### src/rtl/spike_input_queue.sv
// Spike event queue: buffers valid/ready spike indices and presents them one at a time
// to network_processor through a registered occurred/index/ack handshake.
module spike_input_queue #(
   parameter int unsigned IDX_WIDTH = 14,
   parameter int unsigned DEPTH     = 8,
   parameter int unsigned CNT_WIDTH = $clog2(DEPTH + 1)
) (
   input  logic                 clk,
   input  logic                 reset,
   input  logic                 flush,
   input  logic                 in_valid,
   input  logic [IDX_WIDTH-1:0] in_index,
   output logic                 in_ready,
   output logic                 input_occurred,
   output logic [IDX_WIDTH-1:0] input_index,
   input  logic                 input_ack,
   output logic [CNT_WIDTH-1:0] count
);

   localparam int unsigned PTR_WIDTH = $clog2(DEPTH);

   typedef enum logic [1:0] {StIdle, StPresent, StGap} state_e;

   state_e               state_q;
   logic [PTR_WIDTH-1:0] wr_ptr_q, rd_ptr_q;
   logic [CNT_WIDTH-1:0] count_q, count_d;
   logic                 occurred_q;
   logic [IDX_WIDTH-1:0] index_q;
   logic [IDX_WIDTH-1:0] mem [DEPTH];

   logic full, push, pop;

   assign full     = (count_q == CNT_WIDTH'(DEPTH));
   // Held low during reset so the source sees no room until the queue is live.
   assign in_ready = reset && !full && !flush;
   assign push     = in_valid && in_ready;
   assign pop      = (state_q == StPresent) && input_ack && !flush;

   always_comb begin
      count_d = count_q + CNT_WIDTH'(push) - CNT_WIDTH'(pop);
   end

   always_ff @(posedge clk) begin
      if (push) mem[wr_ptr_q] <= in_index;
   end

   always_ff @(posedge clk or negedge reset) begin
      if (!reset) begin
         state_q    <= StIdle;
         wr_ptr_q   <= '0;
         rd_ptr_q   <= '0;
         count_q    <= '0;
         occurred_q <= 1'b0;
         index_q    <= '0;
      end else if (flush) begin
         state_q    <= StIdle;
         wr_ptr_q   <= '0;
         rd_ptr_q   <= '0;
         count_q    <= '0;
         occurred_q <= 1'b0;
      end else begin
         if (push) wr_ptr_q <= wr_ptr_q + PTR_WIDTH'(1);
         if (pop)  rd_ptr_q <= rd_ptr_q + PTR_WIDTH'(1);
         count_q <= count_d;
         unique case (state_q)
            StIdle: begin
               if (count_q != '0) begin
                  state_q    <= StPresent;
                  occurred_q <= 1'b1;
                  index_q    <= mem[rd_ptr_q];
               end
            end
            StPresent: begin
               if (input_ack) begin
                  state_q    <= StGap;
                  occurred_q <= 1'b0;
               end
            end
            StGap: begin
               if (count_d != '0) begin
                  state_q    <= StPresent;
                  occurred_q <= 1'b1;
                  // An empty queue refilled this edge: the RAM write is not visible yet.
                  index_q    <= (count_q == '0) ? in_index : mem[rd_ptr_q];
               end else begin
                  state_q <= StIdle;
               end
            end
            default: state_q <= StIdle;
         endcase
      end
   end

   assign input_occurred = occurred_q;
   assign input_index    = index_q;
   assign count          = count_q;

endmodule

### config.mk
export PLATFORM = sky130hd
export DESIGN_NAME = spike_input_queue
export DESIGN_NICKNAME = d
export VERILOG_FILES = /design/src/rtl/spike_input_queue.sv
export SDC_FILE = /design/constraint.sdc
export NUM_CORES = 1
export LEC_CHECK = 0
export ABC_CLOCK_PERIOD_IN_PS = 3400
export CAP_MARGIN = 20
export CELL_PAD_IN_SITES_DETAIL_PLACEMENT = 0
export CELL_PAD_IN_SITES_GLOBAL_PLACEMENT = 2
export CORE_UTILIZATION = 25
export CTS_CLUSTER_SIZE = 20
export DETAILED_ROUTE_END_ITERATION = 12
export PLACE_DENSITY_LB_ADDON = 0.1
export SETUP_SLACK_MARGIN = 0.05
export SYNTH_ARGS = -nofsm -noshare
export SYNTH_HDL_FRONTEND = slang
export SYNTH_SLANG_ARGS = --single-unit
### constraint.sdc
create_clock -name clk -period 3.4 [get_ports clk]
set_input_delay 0.68 -clock clk [delete_from_list [all_inputs] [get_ports clk]]
set_output_delay 0.68 -clock clk [all_outputs]
set_load 0.01 [all_outputs]
Word-level counts from Yosys, hierarchy flattened
Memories as Yosys holds them, arrays and structs flattened.
Cells that the tools add are included.
{"block": "totals", "rom_bits": 0, "n_memories": 1, "output_inout_bits": 20, "ramBits": 112, "latch_bits": 0, "word_cells": 59, "regBits": 27, "inputBits": 19}
{"memory": "mem", "depth": 8, "width": 14, "rd": 1, "rd_ports_with_merged_regs": 0, "wr": 1, "line": "29", "source": "logic [IDX_WIDTH-1:0] mem [DEPTH];"}
{"block": "op_classes", "mul": 0, "magnitude_cmp": 0, "muxes": 21, "div": 0, "shifts": 0, "n_eq_ne": 8, "n_reduce_logical": 18, "addsub": 4, "bitwise": 1}
{"cell": "14-bit two-way mux", "n": 3}
{"cell": "14-bit one-hot mux with 2 select lines", "n": 1}
{"cell": "3-bit two-way mux", "n": 4}
{"cell": "4-bit nonzero test", "n": 3}
{"cell": "3-bit inequality test (second input constant)", "n": 3}
{"cell": "4-bit AND reduction", "n": 2}
{"cell": "1-bit two-way mux", "n": 7}
{"cell": "3-bit by 1-bit adder with 3-bit output (second input constant)", "n": 2}
{"cell": "2-bit two-way mux", "n": 3}
{"cell": "2-bit one-hot mux with 3 select lines", "n": 1}
{"cell": "2-bit nonzero test", "n": 3}
{"cell": "1-bit logical AND", "n": 5}
{"cell": "4-bit by 1-bit adder with 4-bit output", "n": 1}
{"cell": "4-bit == test (second input constant)", "n": 1}
{"cell": "4-bit zero test", "n": 1}
{"cell": "4-bit two-way mux", "n": 1}
{"cell": "2-bit inequality test (second input constant)", "n": 2}
{"cell": "4-bit by 1-bit subtractor with 4-bit output", "n": 1}
{"cell": "1-bit one-hot mux with 3 select lines", "n": 1}
{"cell": "2-bit by 1-bit == test with 1-bit output (second input constant)", "n": 1}
{"cell": "2-bit == test (second input constant)", "n": 1}
{"cell": "1-bit zero test", "n": 2}
{"cell": "2-bit zero test", "n": 1}
{"cell": "2-bit AND reduction", "n": 1}
{"cell": "1-bit NOT", "n": 1}

Logic depth before layout (Yosys ltp)
{"block": "logic_depth", "depth_word": 11, "mapped_depth": 15, "mapped_depth_nobuf": 14}

Least setup slack after synthesis
Ideal clock, no wire load.
{"block": "synth_timing", "path_kind": "in2reg", "from": "input port flush", "to": "register index_q[11] (netlist: input_index[11])", "slack_ns": -0.001, "path_buffers": 2, "t_required_ns": 3.265, "t_arrival_ns": 3.266, "setup_time_ns": 0.135, "cell_stages": 15, "path_cell_list": "clkbuf_1 > nand2b_1 > a21oi_2 > nand2_1 > ha_1 > inv_1 > ha_1 > inv_1 > fa_1 > xor2_1 > nand3_1 > nor4b_4 > nand2b_1 > buf_4 > o31ai_1"}
{"block": "synth_via", "elab_chain_cells": 8, "elab_cells_between_ends": 10, "cone_classes": "add/sub: 2; eq/ne: 1; bitwise: 1; reduce/logical: 6"}
{"item": "from (decl)", "line": "10", "source": "input logic flush,"}
{"item": "1-bit zero test", "line": "35", "source": "assign in_ready = reset && !full && !flush;"}
{"item": "1-bit logical AND", "line": "35"}
{"item": "named net in_ready", "line": "13", "source": "output logic in_ready,"}
{"item": "1-bit logical AND", "line": "36", "source": "assign push = in_valid && in_ready;"}
{"item": "4-bit by 1-bit adder with 4-bit output", "line": "40", "source": "count_d = count_q + CNT_WIDTH'(push) - CNT_WIDTH'(pop);"}
{"item": "4-bit by 1-bit subtractor with 4-bit output", "line": "40"}
{"item": "4-bit nonzero test", "line": "80", "source": "if (count_d != '0) begin"}
{"item": "2-bit inequality test (no line)"}
{"item": "4-bit AND reduction (no line)"}
{"item": "to (signal assigned)", "line": "70", "source": "index_q <= mem[rd_ptr_q];"}
{"item": "to (signal assigned)", "line": "84", "source": "index_q <= (count_q == '0) ? in_index : mem[rd_ptr_q];"}
{"item": "to (decl)", "line": "28", "source": "logic [IDX_WIDTH-1:0] index_q;"}
The timed path passes the listed nets, and every way through them passes these cells.
A chain may end at the register's enable or synchronous reset.

Worst setup path in the final report
{"block": "layout_timing", "from": "input port flush", "to": "register index_q[12] (netlist: input_index[12])"}
{"block": "layout_via", "elab_chain_cells": 8, "elab_cells_between_ends": 10, "cone_classes": "add/sub: 2; eq/ne: 1; bitwise: 1; reduce/logical: 6"}
{"item": "1-bit zero test", "line": "35, 37"}
{"item": "1-bit logical AND", "line": "35"}
{"item": "1-bit logical AND", "line": "36"}
{"item": "4-bit by 1-bit adder with 4-bit output", "line": "40"}
{"item": "4-bit by 1-bit subtractor with 4-bit output", "line": "40"}
{"item": "4-bit nonzero test", "line": "80"}
{"item": "2-bit inequality test (no line)"}
{"item": "4-bit AND reduction (no line) (*)"}
Every way passes the cells marked *; elsewhere a longest branch is shown, timed or not.

==> summary.txt <==
Outcome
  • Outcome: finished clean

Critical path
  • Startpoint class of the critical path: primary input
  • Max FO, Critical Path: 4
  • CP required: 3710 ps
  • Crit path cell chain: clkdlybuf4s50_1 -> nand2b_1 -> a21oi_4 -> nand2_2 -> ha_1 -> inv_1 -> ha_1 -> inv_1 -> fa_2 -> xor2_2 -> nand3_2 -> nor4b_4 -> buf_4 -> nor2_2 -> mux2_4
  • Worst setup path start: flush
  • Crit-path slowest cell: clkdlybuf4s50_1
  • Arrival @ worst endpoint: 3490 ps
  • R2r setup slk: 390 ps
  • Worst r2r src: count[2]
  • Critical path endpoint category: flip-flop
  • Crit path kind: primary input to flip-flop
  • End point of the critical path: input_index[12]
  • FF-to-FF End: input_index[12]
  • Slowest cell delay on critical path: 410 ps
  • Reg2reg path depth: 15

Timing
  • Final Hold Viols: 0
  • Fin crit share: 0.936
  • Setup-failing EPs final: 0
  • Final period demand of the worst path: 3180 ps
  • RSZ-0062 raised after global routing: false
  • Relative slew slack: 0.445
  • Max-slew violation count: 0
  • Worst Max-Slew Pin Slew: 833 ps
  • Skew final: 12.7 ps
  • Max Clock Freq: 0.314 GHz

Finish
  • FILL cells: 2,195
  • Diode count: 0
  • Finished Cell Area: 7330 um^2
  • Footprint of the multi-input gates: 1620 um^2
  • Final nets: 435
  • Storage cell area: 4040 um^2
  • Area grow syn2layout: 27.5%
  • Fraction of layout cells with a size suffix above 1: 0.257

Clock tree
  • H-tree Lvls: 4
  • Root Driver: clkbuf_16
  • Clock-pin slew on the worst setup and hold paths: 70 ps
  • Clk_lat worst skew: 420 ps
  • Total CTS buffers: 17
  • CTS max path bufs: 2
  • CTS tree: yes
  • Sink Count: 139

Pwr
  • Leak: 2.50 nW
  • Worst VDD drop: 0.270 mV
  • Power per cell area: 695 nW/um^2
  • Total design power: 5.09 mW

Min path
  • Hold Path Class: flip-flop to flip-flop
  • Worst hold path stage count: 2
  • Critical hold path startpoint: input_index[2]

Drt
  • Total vias in the final route: 3,110
  • Met2 wire length: 6610 um
  • Highest metal used: met4
  • Detail Route Antenna Nets: 0
  • Routed wl met3: 493 um
  • Initial DRC count: 141
  • Remaining DRCs: 0
  • Detailed Routing Iterations Pass 1: 4
  • WL/cell: 19.6 um
  • Detailed-route wire length: 13,800 um
  • Wire length on met1: 6590 um
  • Routed vias/inst: 4.41

Place
  • GP Congestion: 0.716
  • Placed cell area: 6630 um^2
  • DP HPWL: 8760 um
  • Port Buffers: 38

Synth
  • Synth Flop Type: edfxtp_1
  • Synth top area cells: edfxtp_1, dfrtp_1, mux4_2
  • Post-Syn Instances: 337
  • Synth area leader: edfxtp_1
  • Count leader, synth: edfxtp_1
  • Netlist cell types: 43
  • Syn avg cell area: 17.0 um^2
  • Post-synth top cells: edfxtp_1, dfrtp_1, mux4_2
  • Syn nets: 365
  • Asr flop ratio synth: 0.194
  • Top-area cell type share of the netlist area: 0.585
  • Seq/Total Area, Yosys: 0.703
  • Ys Warns: 0
  • Synthesized flop and latch total: 139
  • Number of synthesized flops with an enable pin: 112
  • Synthesized area: 5740 um^2

Global route
  • First-pass GRT wire length: 20,900 um
  • Largest net degree at the start of global routing: 32
  • Grt ovf: 0
  • Vias in the first global route: 3,310
  • GRT Util Overall: 0.124
  • Antenna violations before repair: 0

Floorplan
  • Site row count: 55
  • Core footprint: 22,600 um^2
  • Die height: 154 um
  • Die outline width: 154 um
  • Die area: 23,600 um^2
  • Io pins: 39
  • Starting Density: 0.254

Run
  • Max-cap violations: 0
[how the worst min path moves through the flow]
stage	endpoint
finish	input_index[2]
global route	input_index[1]
detailed placement	input_index[2]
CTS	input_index[2]
global placement	input_index[2]
floorplan	count[0]
[kinds of logic (layout without fill, tap and decap cells)]
logic type,Yosys count,after routing,synth area share
adder cells (fa/ha/maj),9,9,0.0209
AO/OA/AOI/OAI,48,48,0.0518
buffers and inverters,29,111,0.0250
XOR/XNOR,4,4,0.00610
multiplexers,44,44,0.135
AND/OR/NAND/NOR,64,65,0.0584
flip-flops,139,139,0.703
[routing by layer]
| metal | vias up | GRT usage |
|---|---|---|
| li1 | 1447 | - |
| met5 | - | 0 |
| met3 | 6 | 0.0327 |
| met4 | 0 | 0.0343 |
| met2 | 47 | 0.197 |
| met1 | 1610 | 0.168 |
[layout by cell type, fill, tap and decap left out, types with 2 or more instances in the layout]
| master | synthesis | layout |
|---|---|---|
| inv_1 | 9 | 9 |
| bufinv_16 | 0 | 4 |
| o31ai_1 | 12 | 12 |
| clkbuf_16 | 0 | 17 |
| o21ai_1 | 2 | 2 |
| xor2_1 | 3 | 2 |
| ha_1 | 8 | 8 |
| nor3_2 | 0 | 2 |
| buf_4 | 4 | 29 |
| clkinvlp_4 | 0 | 2 |
| nand3_1 | 6 | 5 |
| nand2b_1 | 5 | 4 |
| nand2_1 | 17 | 16 |
| dfrtp_2 | 0 | 2 |
| o21ai_0 | 19 | 19 |
| nor2b_1 | 5 | 5 |
| inv_6 | 0 | 4 |
| clkdlybuf4s50_1 | 0 | 38 |
| edfxtp_1 | 112 | 112 |
| and3_1 | 2 | 2 |
| mux2i_1 | 15 | 15 |
| clkbuf_8 | 0 | 2 |
| nor2_1 | 17 | 16 |
| nand3b_1 | 4 | 4 |
| dfrtp_1 | 27 | 25 |
| mux4_2 | 26 | 26 |
| a21oi_1 | 7 | 7 |
| nand2b_4 | 0 | 2 |
| mux2_2 | 2 | 2 |
[report_power, final]
| group | internal (mW) | switching [mW] | total [mW] |
|---|---|---|---|
| clock network | 1.27 | 0.736 | 2.01 |
| logic | 0.500 | 0.526 | 1.03 |
| registers | 1.97 | 0.0893 | 2.06 |
| total | 3.74 | 1.35 | 5.09 |
[cell type report]
type	instances	area share
tap	285	0.0487
clock inverter	13	0.0256
timing repair buffer	69	0.0859
multi-input combinational	170	0.221
inverter	10	0.00512
sequential	139	0.552
clock buffer	19	0.0618
[state kept, by name, indices dropped and copies added, names as in the netlist]
signal and cells:
mem 112, state_q 2, rd_ptr_q 3, wr_ptr_q 3, input_occurred 1, input_index 14
count 4
[worst max-delay path: cells and delay by family]
| family | cells | cell delay, ps |
|---|---|---|
| mux | 1 | 310 |
| xor+xnor | 1 | 160 |
| fa+ha+maj | 3 | 780 |
| buf+inv | 4 | 700 |
| compound gates | 1 | 150 |
| simple gates | 5 | 700 |
[through the flow]
stage	std cells	hold slack, ps	TNS, ps	util	worst slack [ps]
2_1_floorplan	337	384	0	-	70.8
3_3_place_gp	670	481	-3530	0.294	-245
3_5_place_dp	670	494	-3550	0.294	-259
4_1_cts	702	508	0	0.322	195
5_1_grt	705	543	0	0.325	44.9
6_report	705	508	0	0.325	218
[what timing repair did]
item                                    in CTS  in global routing
setup buffers                                0                  2
endpoints found under the setup margin       0                 16
hold buffers                                 0                  0
gates resized for setup                      0                  7
(Power assumes the default switching activity.)
